<file path="src/rtl/adc_capture.sv">
// Serial ADC front-end: drives chip select, deserialises the ADC data stream into samples.
// Latency: sample_valid rises one clk48 cycle after the edge that samples the last data bit.
// Backpressure: one-entry holding register; a frame completing while it is still full is dropped and counted.
module adc_capture #(
  parameter int DATA_BITS  = 12,
  parameter int LEAD_BITS  = 4,
  parameter int QUIET_CLKS = 4,
  parameter int CNT_W      = 16
) (
  input  logic                 clk48,
  input  logic                 reset,
  input  logic                 enable,
  output logic                 adc_cs,
  input  logic                 adc_sdo,
  output logic [DATA_BITS-1:0] sample_data,
  output logic                 sample_valid,
  input  logic                 sample_ready,
  output logic [CNT_W-1:0]     overrun_count,
  output logic [CNT_W-1:0]     frame_err_count,
  output logic                 busy
);

  localparam int F  = LEAD_BITS + DATA_BITS;
  localparam int BW = $clog2(F);
  localparam int QW = (QUIET_CLKS > 1) ? $clog2(QUIET_CLKS) : 1;
  localparam logic [BW-1:0] LAST_BIT   = BW'(F - 1);
  localparam logic [QW-1:0] QUIET_LOAD = QW'(QUIET_CLKS - 1);

  typedef enum logic [1:0] {
    S_IDLE,
    S_CONVERT,
    S_QUIET
  } state_t;

  state_t               r_state;
  state_t               w_state_nxt;
  logic                 r_cs;
  logic                 w_cs_nxt;
  logic                 r_busy;
  logic                 w_busy_nxt;
  logic [BW-1:0]        r_bit_cnt;
  logic [QW-1:0]        r_quiet_cnt;
  logic [F-1:0]         r_shift;
  logic                 r_done;
  logic [DATA_BITS-1:0] r_data;
  logic                 r_valid;
  logic [CNT_W-1:0]     r_ovr_cnt;
  logic [CNT_W-1:0]     r_ferr_cnt;
  logic                 w_frame_last;
  logic                 w_lead_err;
  logic                 w_load;

  // The edge that samples the F-th bit closes the frame.
  assign w_frame_last = (r_state == S_CONVERT) && (r_bit_cnt == LAST_BIT);

  // Next-state decode; chip select and busy are registered from the next state so they change on the same edge.
  always_comb begin
    w_state_nxt = r_state;
    case (r_state)
      S_IDLE:    if (enable) w_state_nxt = S_CONVERT;
      S_CONVERT: if (r_bit_cnt == LAST_BIT) w_state_nxt = S_QUIET;
      S_QUIET:   if (r_quiet_cnt == '0) w_state_nxt = enable ? S_CONVERT : S_IDLE;
      default:   w_state_nxt = S_IDLE;
    endcase
    w_cs_nxt   = (w_state_nxt != S_CONVERT);
    w_busy_nxt = (w_state_nxt != S_IDLE);
  end

  // State register with registered chip select and busy.
  always_ff @(posedge clk48) begin
    if (!reset) begin
      r_state <= S_IDLE;
      r_cs    <= 1'b1;
      r_busy  <= 1'b0;
    end else begin
      r_state <= w_state_nxt;
      r_cs    <= w_cs_nxt;
      r_busy  <= w_busy_nxt;
    end
  end

  // Bit capture, bit/quiet counters and the one-cycle frame-done flag.
  always_ff @(posedge clk48) begin
    if (!reset) begin
      r_bit_cnt   <= '0;
      r_quiet_cnt <= '0;
      r_shift     <= '0;
      r_done      <= 1'b0;
    end else begin
      r_done <= w_frame_last;
      if (r_state == S_CONVERT) begin
        r_shift   <= {r_shift[F-2:0], adc_sdo};
        r_bit_cnt <= w_frame_last ? '0 : r_bit_cnt + 1'b1;
      end
      if (w_frame_last) begin
        r_quiet_cnt <= QUIET_LOAD;
      end else if ((r_state == S_QUIET) && (r_quiet_cnt != '0)) begin
        r_quiet_cnt <= r_quiet_cnt - 1'b1;
      end
    end
  end

  // A completed frame loads if the holding register is empty or being drained on this edge.
  assign w_lead_err = |r_shift[F-1:DATA_BITS];
  assign w_load     = r_done && (!r_valid || sample_ready);

  // Holding register and saturating overrun / framing-error counters.
  always_ff @(posedge clk48) begin
    if (!reset) begin
      r_data     <= '0;
      r_valid    <= 1'b0;
      r_ovr_cnt  <= '0;
      r_ferr_cnt <= '0;
    end else begin
      if (w_load) begin
        r_data  <= r_shift[DATA_BITS-1:0];
        r_valid <= 1'b1;
      end else if (r_valid && sample_ready) begin
        r_valid <= 1'b0;
      end
      if (r_done && !w_load && (r_ovr_cnt != '1)) begin
        r_ovr_cnt <= r_ovr_cnt + 1'b1;
      end
      if (r_done && w_lead_err && (r_ferr_cnt != '1)) begin
        r_ferr_cnt <= r_ferr_cnt + 1'b1;
      end
    end
  end

  assign adc_cs          = r_cs;
  assign busy            = r_busy;
  assign sample_data     = r_data;
  assign sample_valid    = r_valid;
  assign overrun_count   = r_ovr_cnt;
  assign frame_err_count = r_ferr_cnt;

endmodule

</file>
<file path="config.mk">
export PLATFORM = sky130hd
export DESIGN_NAME = adc_capture
export DESIGN_NICKNAME = d
export VERILOG_FILES = /design/src/rtl/adc_capture.sv
export SDC_FILE = /design/constraint.sdc
export NUM_CORES = 1
export LEC_CHECK = 0
export CAP_MARGIN = 20
export CORE_MARGIN = 1.5
export CORE_UTILIZATION = 56
export CTS_CLUSTER_DIAMETER = 30
export DETAILED_ROUTE_END_ITERATION = 10
export PLACE_DENSITY = 0.92
export SETUP_SLACK_MARGIN = 0.3
export SYNTH_ARGS = -nofsm -noshare
export SYNTH_HDL_FRONTEND = slang
export SYNTH_SLANG_ARGS = --single-unit
</file>
<file path="constraint.sdc">
create_clock -name clk48 -period 4.5 [get_ports clk48]
set_input_delay 0.9 -clock clk48 [delete_from_list [all_inputs] [get_ports clk48]]
set_output_delay 0.9 -clock clk48 [all_outputs]
set_load 0.02 [all_outputs]
</file>
Yosys cells after proc, flatten, opt, wreduce, memory -nomap -nowiden
Index checks and enable logic that the tools add are counted. W data, S select, Z words.

Register bits: 72. Output and inout bits: 47. Logic and storage cells: 49. Input bits: 5.

Multiplexer cells: 10. Add/sub/neg operators: 4. Equality and inequality tests: 6. Reductions and logical operators: 18.

Operator list (count): $add A16 B1 Y16 const B (2); $ne A16 B16 Y1 const B (2); $mux W2 (5); $logic_and A1 B1 Y1 (8); $reduce_bool A2 Y1 (4); $pmux W2 S3 (1); $add A4 B1 Y4 const B (1); $eq A4 B4 Y1 const B (1); $logic_not A2 Y1 (2); $mux W4 (1); $reduce_or A4 Y1 (1); $mux W1 (3); $eq A2 B1 Y1 const B (1); $eq A2 B2 Y1 const B (1); $logic_not A1 Y1 (2); $ne A2 B1 Y1 const B (1); $sub A2 B1 Y2 const B (1); $logic_or A1 B1 Y1 (1).

Logic depth before layout (Yosys ltp)
Gate-level depths: netlist of the first run.

Depth after elaboration: 6. Mapped depth: 6. Gate-level depth less buffers: 6.

Worst setup path after synthesis of the first run
Ideal clock, no wire load.

Path kind: input to register. From: input port sample_ready. To: register r_ovr_cnt[15], in the netlist overrun_count[15]. Required time: 4.430 ns. Stages on the path: 5. Arrival: 2.010 ns. Slack: 2.420 ns. Path through: and3b_1 clkbuf_2 nand3_1 or4_1 a21oi_1.

Word-level cells in the longest chain between the ends: 5.

RTL lines: from (decl) (line 17) `input logic sample_ready,`; $logic_or A1 B1 Y1 (line 105) `assign w_load = r_done && (!r_valid || sample_ready);`; $logic_and A1 B1 Y1 (line 105); $logic_not A1 Y1 (line 121) `if (r_done && !w_load && (r_ovr_cnt != '1)) begin`; $logic_and A1 B1 Y1 (2 in series) (line 121); to (signal assigned) (line 122) `r_ovr_cnt <= r_ovr_cnt + 1'b1;`; to (decl) (line 47) `logic [CNT_W-1:0] r_ovr_cnt;`.

No other way between the ends. A chain may end at the register's enable or synchronous reset.

Final worst setup path of the first run
Same ends and word-level chain as after synthesis.

==> results of run 1 <==
power by group through the flow:
stage / registers (uW) / logic [uW] / clock network [uW]
2_1_floorplan: 660 / 22.6 / 0
3_3_place_gp: 659 / 35.8 / 0
3_5_place_dp: 659 / 36.3 / 0
4_1_cts: 644 / 36.5 / 563
5_1_grt: 644 / 40.0 / 590
6_report: 644 / 36.1 / 556
flip-flops by register name, summed over array words and instances (netlist names):
register / cells
adc_cs: 1
r_done: 1
r_state: 2
overrun_count: 16
r_quiet_cnt: 2
frame_err_count: 16
busy: 1
r_shift: 16
sample_data: 12
r_bit_cnt: 4
sample_valid: 1
logic make-up (layout without fill, tap and decap cells):
group / count (synthesis) / after routing / share of synthesized area (%)
AO/OA/AOI/OAI: 86 / 86 / 17.6
XOR/XNOR: 4 / 4 / 1.16
adder cells (fa/ha/maj): 4 / 4 / 1.65
buffers and inverters: 27 / 82 / 3.55
flip-flops: 72 / 72 / 47.6
multiplexers: 15 / 15 / 4.96
AND/OR/NAND/NOR: 141 / 141 / 23.5
worst reg2reg max path, stage by stage (launching register included):
cell and delay (ps):
dfxtp_1 410, ha_1 220, nand3_1 260, o41ai_1 560, buf_4 250, or4_1 130
a21oi_1 60
cell usage in the layout (no fill, tap or decap), types with 3 or more instances in the layout:
cell type        Yosys  layout
mux2i_1             15      15
ha_1                 4       4
nor3_1               4       4
dfxtp_1             72      72
clkbuf_8             0       9
o41ai_1              4       4
nand4_1             10      10
nor2_1              26      26
or3_1               17      17
buf_4                0       5
o21ai_0             15      15
nand2b_1             3       3
nand2_1             46      46
clkdlybuf4s50_1      0      51
xor2_1               3       3
nand3_1             11      11
o31ai_1              5       5
inv_1                9       9
or4_1                7       7
clkinvlp_4           0       3
a311oi_1             3       3
nor2b_1              3       3
and3_1               6       6
a21oi_1             45      45
stage by stage:
step	power (uW)	hold slack, ps	instance area [um2]	setup slack [ps]
4_1_cts	1240	465	3810	2100
5_1_grt	1270	486	3810	1930
3_5_place_dp	695	461	3590	1740
3_3_place_gp	694	455	3590	1760
2_1_floorplan	683	444	3030	2420
6_report	1240	459	3810	2080
per-layer routing:
| layer | track usage, % | vias to the layer above |
|---|---|---|
| met5 | 0 | - |
| met2 | 38.4 | 72 |
| li1 | - | 1361 |
| met4 | 14.8 | 0 |
| met1 | 28.2 | 1284 |
| met3 | 3.59 | 15 |
worst paths after layout:
kind                            end  slack [ps]             start  depth (start not counted)
hold reg to reg          r_shift[6]         460        r_shift[5]                          2
setup / recovery  overrun_count[15]        2080      sample_ready                          5
setup reg to reg  overrun_count[15]        2460  overrun_count[0]                          6
hold / removal           r_shift[6]         460        r_shift[5]                          2
cell type report:
cell class / instances / area [um2]
clock buffer: 9 / 124
sequential: 72 / 1440
multi-input combinational: 250 / 1480
inverter: 10 / 37.5
clock inverter: 7 / 96.3
fill: 352 / 1360
tap: 70 / 87.6
timing repair buffer: 56 / 548
==> impl_metrics.ini, run 1 <==
[global_routing]
grt_pass1_vias = 2471
antenna_found_initial = 0
grt_start_max_net_pins = 63
overflow = 0
grt_use_total_pct = 23.3
grt_pass1_wl_mm = 11.0

[yosys]
synth_cells = 349
synth-edff-count = 0
syn_avg_cell_area_um2 = 8.68
yosys_warnings = 0
synth-seq-cells = 72
async_flop_share_pct = 0
yosysTopAreaCellShare_pct = 47.6
synth_area_leaders = dfxtp_1 (48%), a21oi_1 (7.4%), nand2_1 (5.7%), mux2i_1 (5.0%), or3_1 (3.5%)
synth.most_common_cell = dfxtp_1
netlist_top_cells_count = dfxtp_1 (72), nand2_1 (46), a21oi_1 (45)
synth_area_leader_cell = dfxtp_1
mappedNetlistArea_um2 = 3030
seq_area_frac_synth_pct = 47.6
synth_nets = 358
synthFlopType = dfxtp_1
yosys.cell_types.count = 43

[power]
swShare_pct = 22.0
power_density_nw_per_um2 = 324
p_leak_uw = 0.00139
power_frac_comb_pct = 2.9
seqPwrFrac_pct = 52.1
p_int_uw = 963
switchingPower_uw = 272
ir_drop_uv = 219
clkPwrFrac_pct = 45.0

[clock_tree]
clk_latency_ps = 350
cts_hold_buf = 0
cts.htree.levels = 3
cts_resized = 0
cts.clk_slew.worst_paths_ps = 80
root_buffer = clkbuf_8
cts_buffer_depth = 2
cts_tree = yes
cts_setup_buffers = 0
cts_buffers = 9
clock_sinks = 72

[timing]
tightest_slew_ps = 973
drv_slew = 0
setup-tns-final_ps = 0
fin_crit_sh_pct = 53.8
setup_viol_count_final = 0
fin_worst_skew_ps = 11.9
max_slew_margin_pct = 35.0
grt_setup_unrepaired = no
hold_viol_final = 0
fmax_ghz = 0.413
period_minus_slack_ps = 2420

[worst_setup_path]
path_cells = clkdlybuf4s50_1 -> and3b_1 -> nand3_1 -> or4_1 -> a21oi_1
cp-end-kind = flop
crit_family = simple AND/OR/NAND/NOR gates
crit_fanout = 8
crit_required_ps = 4770
crit_slowest_cell = or4_1
cp.arrival_ps = 2690
cp_slowest_stage_delay_ps = 530
start_kind = input port
path_class = input port to flop
crit_buf_inv = 1

[routing]
first_pass_iters = 4
vias = 2732
wl_mm = 6.54
post_drt_wl_per_cell_um = 13.8
dr_wl_met2_mm = 3.27
wl_met1_mm = 2.89
vias_per_cell = 5.76
drt_iter0_markers = 152
met3WireLength_um = 222
highest_layer = met4
drc = 0
ant_nets = 0

[cells_and_area]
area_delta_synth_final_pct = 25.9
stdcell_count = 474
drive_above_1_share_pct = 6.19
final_util_pct = 73.8
antenna_cells = 0
fin_nets = 408

[die]
die_w_um = 76.5
fp.dieH_um = 76.5
num_io_pins = 52
dieArea_um2 = 5860
rows = 26
core_area_um2 = 5170
start_util_pct = 58.6

[placed_design]
dp_hpwl_mm = 4.34
port_buffers = 51
dp_cells = 458
routabilityCongestion = 0.816

[run]
max_cap_violations = 0

[worst_hold_path]
hold_path_class = flop to flop

[outcome]
status = completed
No activity file was read; power rests on OpenSTA's default activity.
==> run 2, diff against run 1 <==
--- a/config.mk
+++ b/config.mk
@@ -7,10 +7,10 @@
 export LEC_CHECK = 0
 export CAP_MARGIN = 20
 export CORE_MARGIN = 1.5
-export CORE_UTILIZATION = 56
+export CORE_UTILIZATION = 52
 export CTS_CLUSTER_DIAMETER = 30
 export DETAILED_ROUTE_END_ITERATION = 10
-export PLACE_DENSITY = 0.92
+export PLACE_DENSITY = 0.87
 export SETUP_SLACK_MARGIN = 0.3
 export SYNTH_ARGS = -nofsm -noshare
 export SYNTH_HDL_FRONTEND = slang
==> constraint.sdc (replaced) <==
create_clock -name clk48 -period 2.4 [get_ports clk48]
set_input_delay 0.48 -clock clk48 [delete_from_list [all_inputs] [get_ports clk48]]
set_output_delay 0.48 -clock clk48 [all_outputs]
set_load 0.02 [all_outputs]
==> run 2 against run 1 <==
  * Core utilization down 3.5 points
  * Highest routed layer unchanged
  * Sequential share of layout area down 0.97 points
  * Critical path depth down 4
  * Die area up 7.4%
  * Sequential cell count unchanged
  * Via count unchanged
  * Critical path type is now flop to primary output
  * Largest cell class unchanged
  * Sequential power up 88%
==> impl_metrics.ini, run 2 (synthesis results as in run 1) <==
[outcome]
status = completed

[clock_tree]
cts_buffers = 9
cts_setup_buffers = 0
cts_hold_buf = 0
cts_buffer_depth = 2
clk_latency_ps = 350
cts.htree.levels = 3
clock_sinks = 72
cts.clk_slew.worst_paths_ps = 80
cts_tree = yes
cts_resized = 0
root_buffer = clkbuf_8

[worst_setup_path]
crit_slowest_cell = clkdlybuf4s50_1
crit_buf_inv = 1
crit_fanout = 7
crit_family = buffers and inverters
start_kind = flop
cp_slowest_stage_delay_ps = 650
path_cells = clkdlybuf4s50_1
crit_required_ps = 1920
r2r_setup_slack_ps = 470
cp.arrival_ps = 1450
cp-end-kind = primary output
path_class = flop to primary output

[global_routing]
overflow = 0
grt_use_total_pct = 22.0
grt_pass1_vias = 2390
grt_pass1_wl_mm = 10.9
antenna_found_initial = 0
grt_start_max_net_pins = 38

[cells_and_area]
fillers = 426
antenna_cells = 0
area_delta_synth_final_pct = 29.2
drive_above_1_share_pct = 7.33
stdcell_count = 481
fin_nets = 413
final_cell_mix = dfxtp_1 (72), clkdlybuf4s50_1 (51), nand2_1 (46)
fin_area_um2 = 3920
final_common_cell = dfxtp_1

[timing]
max_slew_margin_pct = 64.1
grt_setup_unrepaired = no
tightest_slew_ps = 537
fmax_ghz = 0.518
hold_viol_final = 0
setup-tns-final_ps = 0
fin_worst_skew_ps = 9.69
setup_viol_count_final = 0
whs_ps = 471
period_minus_slack_ps = 1930
fin_crit_sh_pct = 80.5
drv_slew = 0

[die]
num_io_pins = 52
start_util_pct = 54.3
dieArea_um2 = 6290
rows = 27
core_area_um2 = 5570
die_w_um = 79.3
fp.dieH_um = 79.3

[routing]
post_drt_wl_per_cell_um = 13.4
ant_nets = 0
drc = 0
first_pass_iters = 4
wl_mm = 6.43
vias_per_cell = 5.68
vias = 2732
drt_iter0_markers = 137

[power]
power_uw = 2550
power_frac_comb_pct = 3.0
seqPwrFrac_pct = 47.4
p_leak_uw = 0.00145
power_density_nw_per_um2 = 650
p_int_uw = 2050
ir_drop_uv = 476
switchingPower_uw = 496
clkPwrFrac_pct = 49.5
swShare_pct = 19.5

[placed_design]
dp_hpwl_mm = 4.40
port_buffers = 51
routabilityCongestion = 0.838
dpl-instance-area_um2 = 3650
dp_cells = 465

[run]
max_cap_violations = 0

[worst_hold_path]
hold_path_class = flop to flop
-- run 2: cell types whose count changed in the layout (fill, tap and decap cells not counted), sizes merged --
cell | before | now
clkinvlp | 3 | 0
bufinv | 2 | 4
clkbuf | 9 | 10
buf | 5 | 10
-- run 2: path summary, 6_finish.rpt --
check | depth (start not counted) | startpoint | end
setup / recovery | 1 | overrun_count[12] | overrun_count[12]
hold reg to reg | 2 | r_shift[3] | r_shift[4]
hold / removal | 2 | r_shift[3] | r_shift[4]
setup reg to reg | 4 | frame_err_count[5] | frame_err_count[15]
-- run 2: power by group through the flow --
stage                     Clock (uW)  Sequential (uW)  Combinational, uW
after floorplan                    0             1240               42.4
after global placement             0             1230               76.0
after detailed placement           0             1240               76.9
after CTS                       1280             1210               76.8
after global routing            1330             1210               83.5
final                           1260             1210               77.1
-- run 2: routing by layer --
| metal | routed length, um | part of all wire (%) | global-route usage (%) |
|---|---|---|---|
| met2 | 3170 | 49 | 36.7 |
| met3 | 300 | 4.7 | 4.83 |
| met4 | 74 | 1.2 | 9.82 |
| met1 | 2890 | 45 | 27.1 |
| met5 | 0 | 0 | 0 |
-- run 2: final cells by class --
| cell class | instances | area (um2) | share of cell area (%) |
|---|---|---|---|
| clock buffers | 10 | 138 | 3.52 |
| clock inverters | 6 | 130 | 3.32 |
| inverters | 10 | 37.5 | 0.959 |
| multi-input cells | 250 | 1480 | 37.8 |
| flip-flops and latches | 72 | 1440 | 36.8 |
| well taps | 72 | 90.1 | 2.30 |
| repair buffers | 61 | 598 | 15.3 |
-- run 2: stage by stage --
step	worst slack [ps]	utilization (%)
5_1_grt	344	70.2
3_5_place_dp	248	65.4
4_1_cts	467	70.2
3_3_place_gp	297	65.4
2_1_floorplan	476	-
6_report	468	70.2
==> variant 1 (flow settings as in run 2) <==
Re-encode `state_t` (3 states) as one-hot, 3 bits wide.
--- a/src/rtl/adc_capture.sv
+++ b/src/rtl/adc_capture.sv
@@ -26,10 +26,10 @@
   localparam logic [BW-1:0] LAST_BIT   = BW'(F - 1);
   localparam logic [QW-1:0] QUIET_LOAD = QW'(QUIET_CLKS - 1);
 
-  typedef enum logic [1:0] {
-    S_IDLE,
-    S_CONVERT,
-    S_QUIET
+  typedef enum logic [2:0] {
+    S_IDLE    = 3'b001,
+    S_CONVERT = 3'b010,
+    S_QUIET   = 3'b100
   } state_t;
 
   state_t               r_state;
Function: no difference found for any inputs over 10 cycles, from zero or initial values and one cycle with reset low; not proved beyond that.
==> variant 1 against run 2 <==
Area after synthesis grew 4.5%; non-clock buffer count down 3; wire length increased by 6.0%; worst setup slack got worse by 0.046 ns; power down 7.2%; final cell count up 7.5%; core utilization down 2.4 points; sequential share of layout area down 0.21 points; sequential cell count rose by 1; design area is 2.0% higher.
==> variant 1: results <==
outcome:
  outcome: "finished, final reports clean"
power_and_ir_drop:
  peakVddDrop_v: 0.000415
  power.leakage_nw: 1.28
routing:
  wl_met2_mm: 3.28
  drt_first_iter_violations: 165
  dr_wl_met3_um: 310
  top_layer_used: "met4"
  first_pass_iters: 4
  drt-met1-wl_mm: 3.16
  viasPerCell: 5.63
  wl_per_cell_um: 13.2
yosys:
  yosysSeqAreaShare_pct: 46.1
  synth_compound_area_share_pct: 16.2
  synth_top_area_share_pct: 46.1
  ys_warn_count: 0
  yosys-top-cells-area: "dfxtp_1 46%, nand2_1 9.6%, a21oi_1 7.7%"
  synthFlopType: "dfxtp_1"
  synthAdderAreaFrac_pct: 1.58
  synth-edff-count: 0
  async_reset_ff_share_pct: 0
  yosysUniqueCellTypes: 42
  synth_xor_area_share_pct: 1.11
  yosys-top-cells-count: "81 x nand2_1, 73 x dfxtp_1, 49 x a21oi_1, 20 x clkbuf_1"
  synth_fp_nets: 398
  synthMuxAreaShare_pct: 2.84
sta:
  setup_viol: 0
  clock_skew_ns: 0.0106
  worst_pin_slew_ns: 0.717
global_route:
  first_global_vias: 2587
  grt_first_pass_wirelength_mm: 11.3
  grt_usage_pct: 22.0
  grt_max_degree: 34
  antenna_found_initial: 0
setup_path:
  r2r.worst_path.cells: 4
  cp_slowest_cell: "or4b_4"
  max_stage_delay_ns: 0.59
  critPathMaxFanout: 7
  crit_arrival_ns: 2.24
cts:
  clock_latency_ns: 0.34
  postCtsSetupBuffers: 0
  cts_buffers: 9
  clockBufferDepth: 2
  cts.htree.levels: 3
  clockRootBuffer: "clkbuf_8"
  path_clk_slew_ns: 0.08
final_layout:
  finalNetCount: 446
  drive_gt1_share_pct: 6.56
  nFillCells: 489
  diodes: 0
place:
  portBuffers: 51
  gp_congestion: 0.877
  dpl.hpwl_mm: 4.63
hold_path:
  hold_class: "reg2reg"
  whs_path_depth: 2
-- variant 1: changes by cell type in the layout (fill, tap and decap cells not counted), sizes merged, moves of 4 or more --
cell / delta
a21oi: +4
and3: -4
o41ai: -4
nor2: -13
nor3: +4
nand2b: +9
o31ai: +4
or3: -10
nand2: +35
nor4: +7
mux2i: -6
and2: +4
-- variant 1: kinds of logic (layout without fill, tap and decap cells) --
| group | after synthesis | after routing |
|---|---|---|
| muxes | 9 | 9 |
| adders and majority gates | 4 | 4 |
| xor gates and xnor gates | 4 | 4 |
| AOI/OAI and AO/OA | 88 | 88 |
| DFF | 73 | 73 |
| buffers and inverters | 32 | 85 |
| and+or+nand+nor | 179 | 179 |
-- variant 1: layer usage --
layer | up-vias | global-route usage (%)
li1 | 1471 | -
met1 | 1367 | 27.0
met2 | 66 | 36.8
met3 | 6 | 5.62
met4 | 0 | 8.62
met5 | - | 0
-- variant 1: stage by stage --
step	cells	util [%]	instance area, um^2	hold WS [ns]	setup WS, ns
2_1_floorplan	389	-	3170	0.436	0.399
3_3_place_gp	501	63.8	3760	0.443	0.277
3_5_place_dp	501	63.8	3760	0.446	0.176
4_1_cts	517	67.7	3980	0.457	0.392
5_1_grt	517	67.8	3990	0.474	0.331
6_report	517	67.8	3990	0.453	0.422
-- variant 1: what timing repair did --
| action | in CTS | in global routing |
|---|---|---|
| endpoints found under the hold margin | 0 | 0 |
| hold buffers | 0 | 0 |
| setup endpoints to repair | 0 | 2 |
| gates resized for setup | 0 | 2 |
-- variant 1: path summary, 6_finish.rpt --
| kind | start | endpoint | slack (ns) |
|---|---|---|---|
| max | frame_err_count[5]$_SDFFE_PN0P_ | frame_err_count[15]$_SDFFE_PN0P_ | 0.42 |
| min reg2reg | sample_data[8]$_SDFFE_PN0P_ | sample_data[8]$_SDFFE_PN0P_ | 0.45 |
| min | sample_data[8]$_SDFFE_PN0P_ | sample_data[8]$_SDFFE_PN0P_ | 0.45 |
| max reg2reg | frame_err_count[5]$_SDFFE_PN0P_ | frame_err_count[15]$_SDFFE_PN0P_ | 0.42 |
-- variant 1: critical path, delay by kind of cell, from the launching register on --
family / cells / cell delay, ns
AOI/OAI and AO/OA: 1 / 0.14
and+or+nand+nor: 3 / 1.32
DFF: 1 / 0.44
-- variant 1: layout make-up --
cell class / count / area, um^2 / share of cell area, %
inverters: 11 / 41.3 / 1.03
repair buffers: 58 / 563 / 14.1
multi-input cells: 284 / 1610 / 40.2
well taps: 75 / 93.8 / 2.35
clock buffers: 9 / 124 / 3.10
flip-flops and latches: 73 / 1460 / 36.6
clock inverters: 7 / 103 / 2.57
-- variant 1: power breakdown --
| group | switching [mW] | internal, mW |
|---|---|---|
| clock | 0.479 | 0.596 |
| sequential | 0.00655 | 1.22 |
| combinational | 0.0401 | 0.0248 |
==> variant 2 (config.mk and constraints of run 2) <==
Made on the original files. `QUIET_CLKS`: 4 -> 2.
--- a/src/rtl/adc_capture.sv
+++ b/src/rtl/adc_capture.sv
@@ -4,7 +4,7 @@
 module adc_capture #(
   parameter int DATA_BITS  = 12,
   parameter int LEAD_BITS  = 4,
-  parameter int QUIET_CLKS = 4,
+  parameter int QUIET_CLKS = 2,
   parameter int CNT_W      = 16
 ) (
   input  logic                 clk48,
Behaviour: same outputs for any inputs over 10 cycles, from zero or initial values and one cycle with reset low; that may be too few to reach the edited logic, so the function may still have changed.
==> variant 2 against run 2 <==
Wire length is 6.3% lower; non-clock buffer count down 4; power down 13%; design area fell by 5.2%; area after synthesis fell by 3.4%; worst hold slack got worse by 0.018 ns; synthesized cell count up 1.1%; sequential share of layout area rose by 1.5 points; combinational power grew 4.4%; via count decreased by 5.9%; worst setup slack worse by 0.081 ns; final cell count rose by 0.21%; sequential cell count down 1.
==> variant 2: results <==
final_layout:
  nFillCells: 454
  drive_gt1_share_pct: 6.59
  finalNetCount: 414
yosys:
  synth_fp_nets: 361
  yosysUniqueCellTypes: 40
  yosysSeqAreaShare_pct: 48.6
  yosys-top-cells-count: "73 x nand2_1, 71 x dfxtp_1, 36 x a21oi_1, 35 x nor2_1, 19 x nand3_1"
  yosys-top-cells-area: "dfxtp_1 49%, nand2_1 9.4%, a21oi_1 6.2%"
  ys_warn_count: 0
place:
  portBuffers: 51
  dpl.hpwl_mm: 4.12
  gp_congestion: 0.908
cts:
  cts_resized: 0
  cts_buffers: 9
  postCtsSetupBuffers: 0
  clockRootBuffer: "clkbuf_8"
  clockBufferDepth: 2
setup_path:
  reg2reg_from: "frame_err_count[0]$_SDFFE_PN0P_"
  r2r.worst_path.cells: 7
  crit_arrival_ns: 1.53
  endpoint: "frame_err_count[2]"
  ff2ff_setup_slack_ns: 0.52
  max_stage_delay_ns: 0.68
  cp-startpoint: "frame_err_count[2]$_SDFFE_PN0P_"
  r2r-end: "frame_err_count[7]$_SDFFE_PN0P_"
  crit_family: "buffers and inverters"
  critPathMaxFanout: 9
routing:
  wl_per_cell_um: 12.5
  first_pass_iters: 4
  drc: 0
  drt_first_iter_violations: 166
  viasPerCell: 5.33
global_route:
  antenna_found_initial: 0
  grt_usage_pct: 21.3
  grt_first_pass_wirelength_mm: 10.4
  first_global_vias: 2420
  grt_max_degree: 22
outcome:
  outcome: "finished, final reports clean"
sta:
  clock_skew_ns: 0.00756
  fin_tns_setup_ns: 0
  relSlewSlack_pct: 46.1
power_and_ir_drop:
  peakVddDrop_v: 0.000455
  power.leakage_nw: 1.24
hold_path:
  hold_class: "reg2reg"
[variant 2: cell count changes in the layout (fill, tap and decap cells not counted), moves of 6 or more]
cell            run 2  this run
a21oi_1            45        36
inv_1               9         3
mux2i_1            15         1
nand2_1            46        73
nand3_1            11        19
nor2_1             26        35
nor3_1              4        10
o21ai_0            15         8
or3_1              17         1
or4_1               7         0
xnor2_1             1        11
xor2_1              3        11
[variant 2: cells by family (layout without fill, tap and decap cells)]
logic type | count (synthesis) | after routing | synth area share [%]
buf+inv | 19 | 76 | 2.48
flops | 71 | 71 | 48.6
compound gates | 68 | 68 | 14.4
xor+xnor | 22 | 22 | 6.58
mux | 1 | 1 | 0.342
fa+ha+maj | 3 | 3 | 1.28
simple gates | 169 | 169 | 26.4
[variant 2: layout make-up]
type | instances | area, um^2 | area share, %
multi-input cells | 263 | 1430 | 38.6
flip-flops and latches | 71 | 1420 | 38.3
repair buffers | 57 | 556 | 15.0
clock buffers | 10 | 138 | 3.71
well taps | 72 | 90.1 | 2.43
clock inverters | 5 | 58.8 | 1.58
inverters | 4 | 15.0 | 0.405
[variant 2: layer usage]
layer	routed length, um	up-vias	global-route usage [%]	part of all wire, %
met5	0	-	0	0
met4	149	0	12.0	2.5
met3	300	13	4.42	5.0
met2	2800	62	34.5	46
met1	2780	1173	26.3	46
li1	-	1323	-	-
[variant 2: power by group]
group	internal, mW	switching [mW]	total, mW
Sequential	1.19	0.00674	1.19
Combinational	0.0279	0.0526	0.0805
Clock	0.502	0.437	0.939
Total	1.72	0.497	2.21
[variant 2: worst min path at each step]
stage,startpoint,end,depth (start not counted)
5_1_grt,sample_data[1]$_SDFFE_PN0P_,sample_data[1]$_SDFFE_PN0P_,2
3_5_place_dp,sample_data[1]$_SDFFE_PN0P_,sample_data[1]$_SDFFE_PN0P_,2
3_3_place_gp,sample_data[4]$_SDFFE_PN0P_,sample_data[4]$_SDFFE_PN0P_,2
6_report,sample_data[1]$_SDFFE_PN0P_,sample_data[1]$_SDFFE_PN0P_,2
4_1_cts,sample_data[4]$_SDFFE_PN0P_,sample_data[4]$_SDFFE_PN0P_,2
2_1_floorplan,r_shift[9]$_SDFFE_PN0N_,r_shift[10]$_SDFFE_PN0N_,2
[variant 2: through the flow]
step / std cells / worst slack (ns) / area (um^2) / hold WS, ns
6_report: 482 / 0.386 / 3710 / 0.453
5_1_grt: 482 / 0.305 / 3710 / 0.472
4_1_cts: 482 / 0.381 / 3710 / 0.456
3_5_place_dp: 467 / 0.265 / 3510 / 0.446
3_3_place_gp: 467 / 0.329 / 3510 / 0.444
2_1_floorplan: 353 / 0.521 / 2930 / 0.445
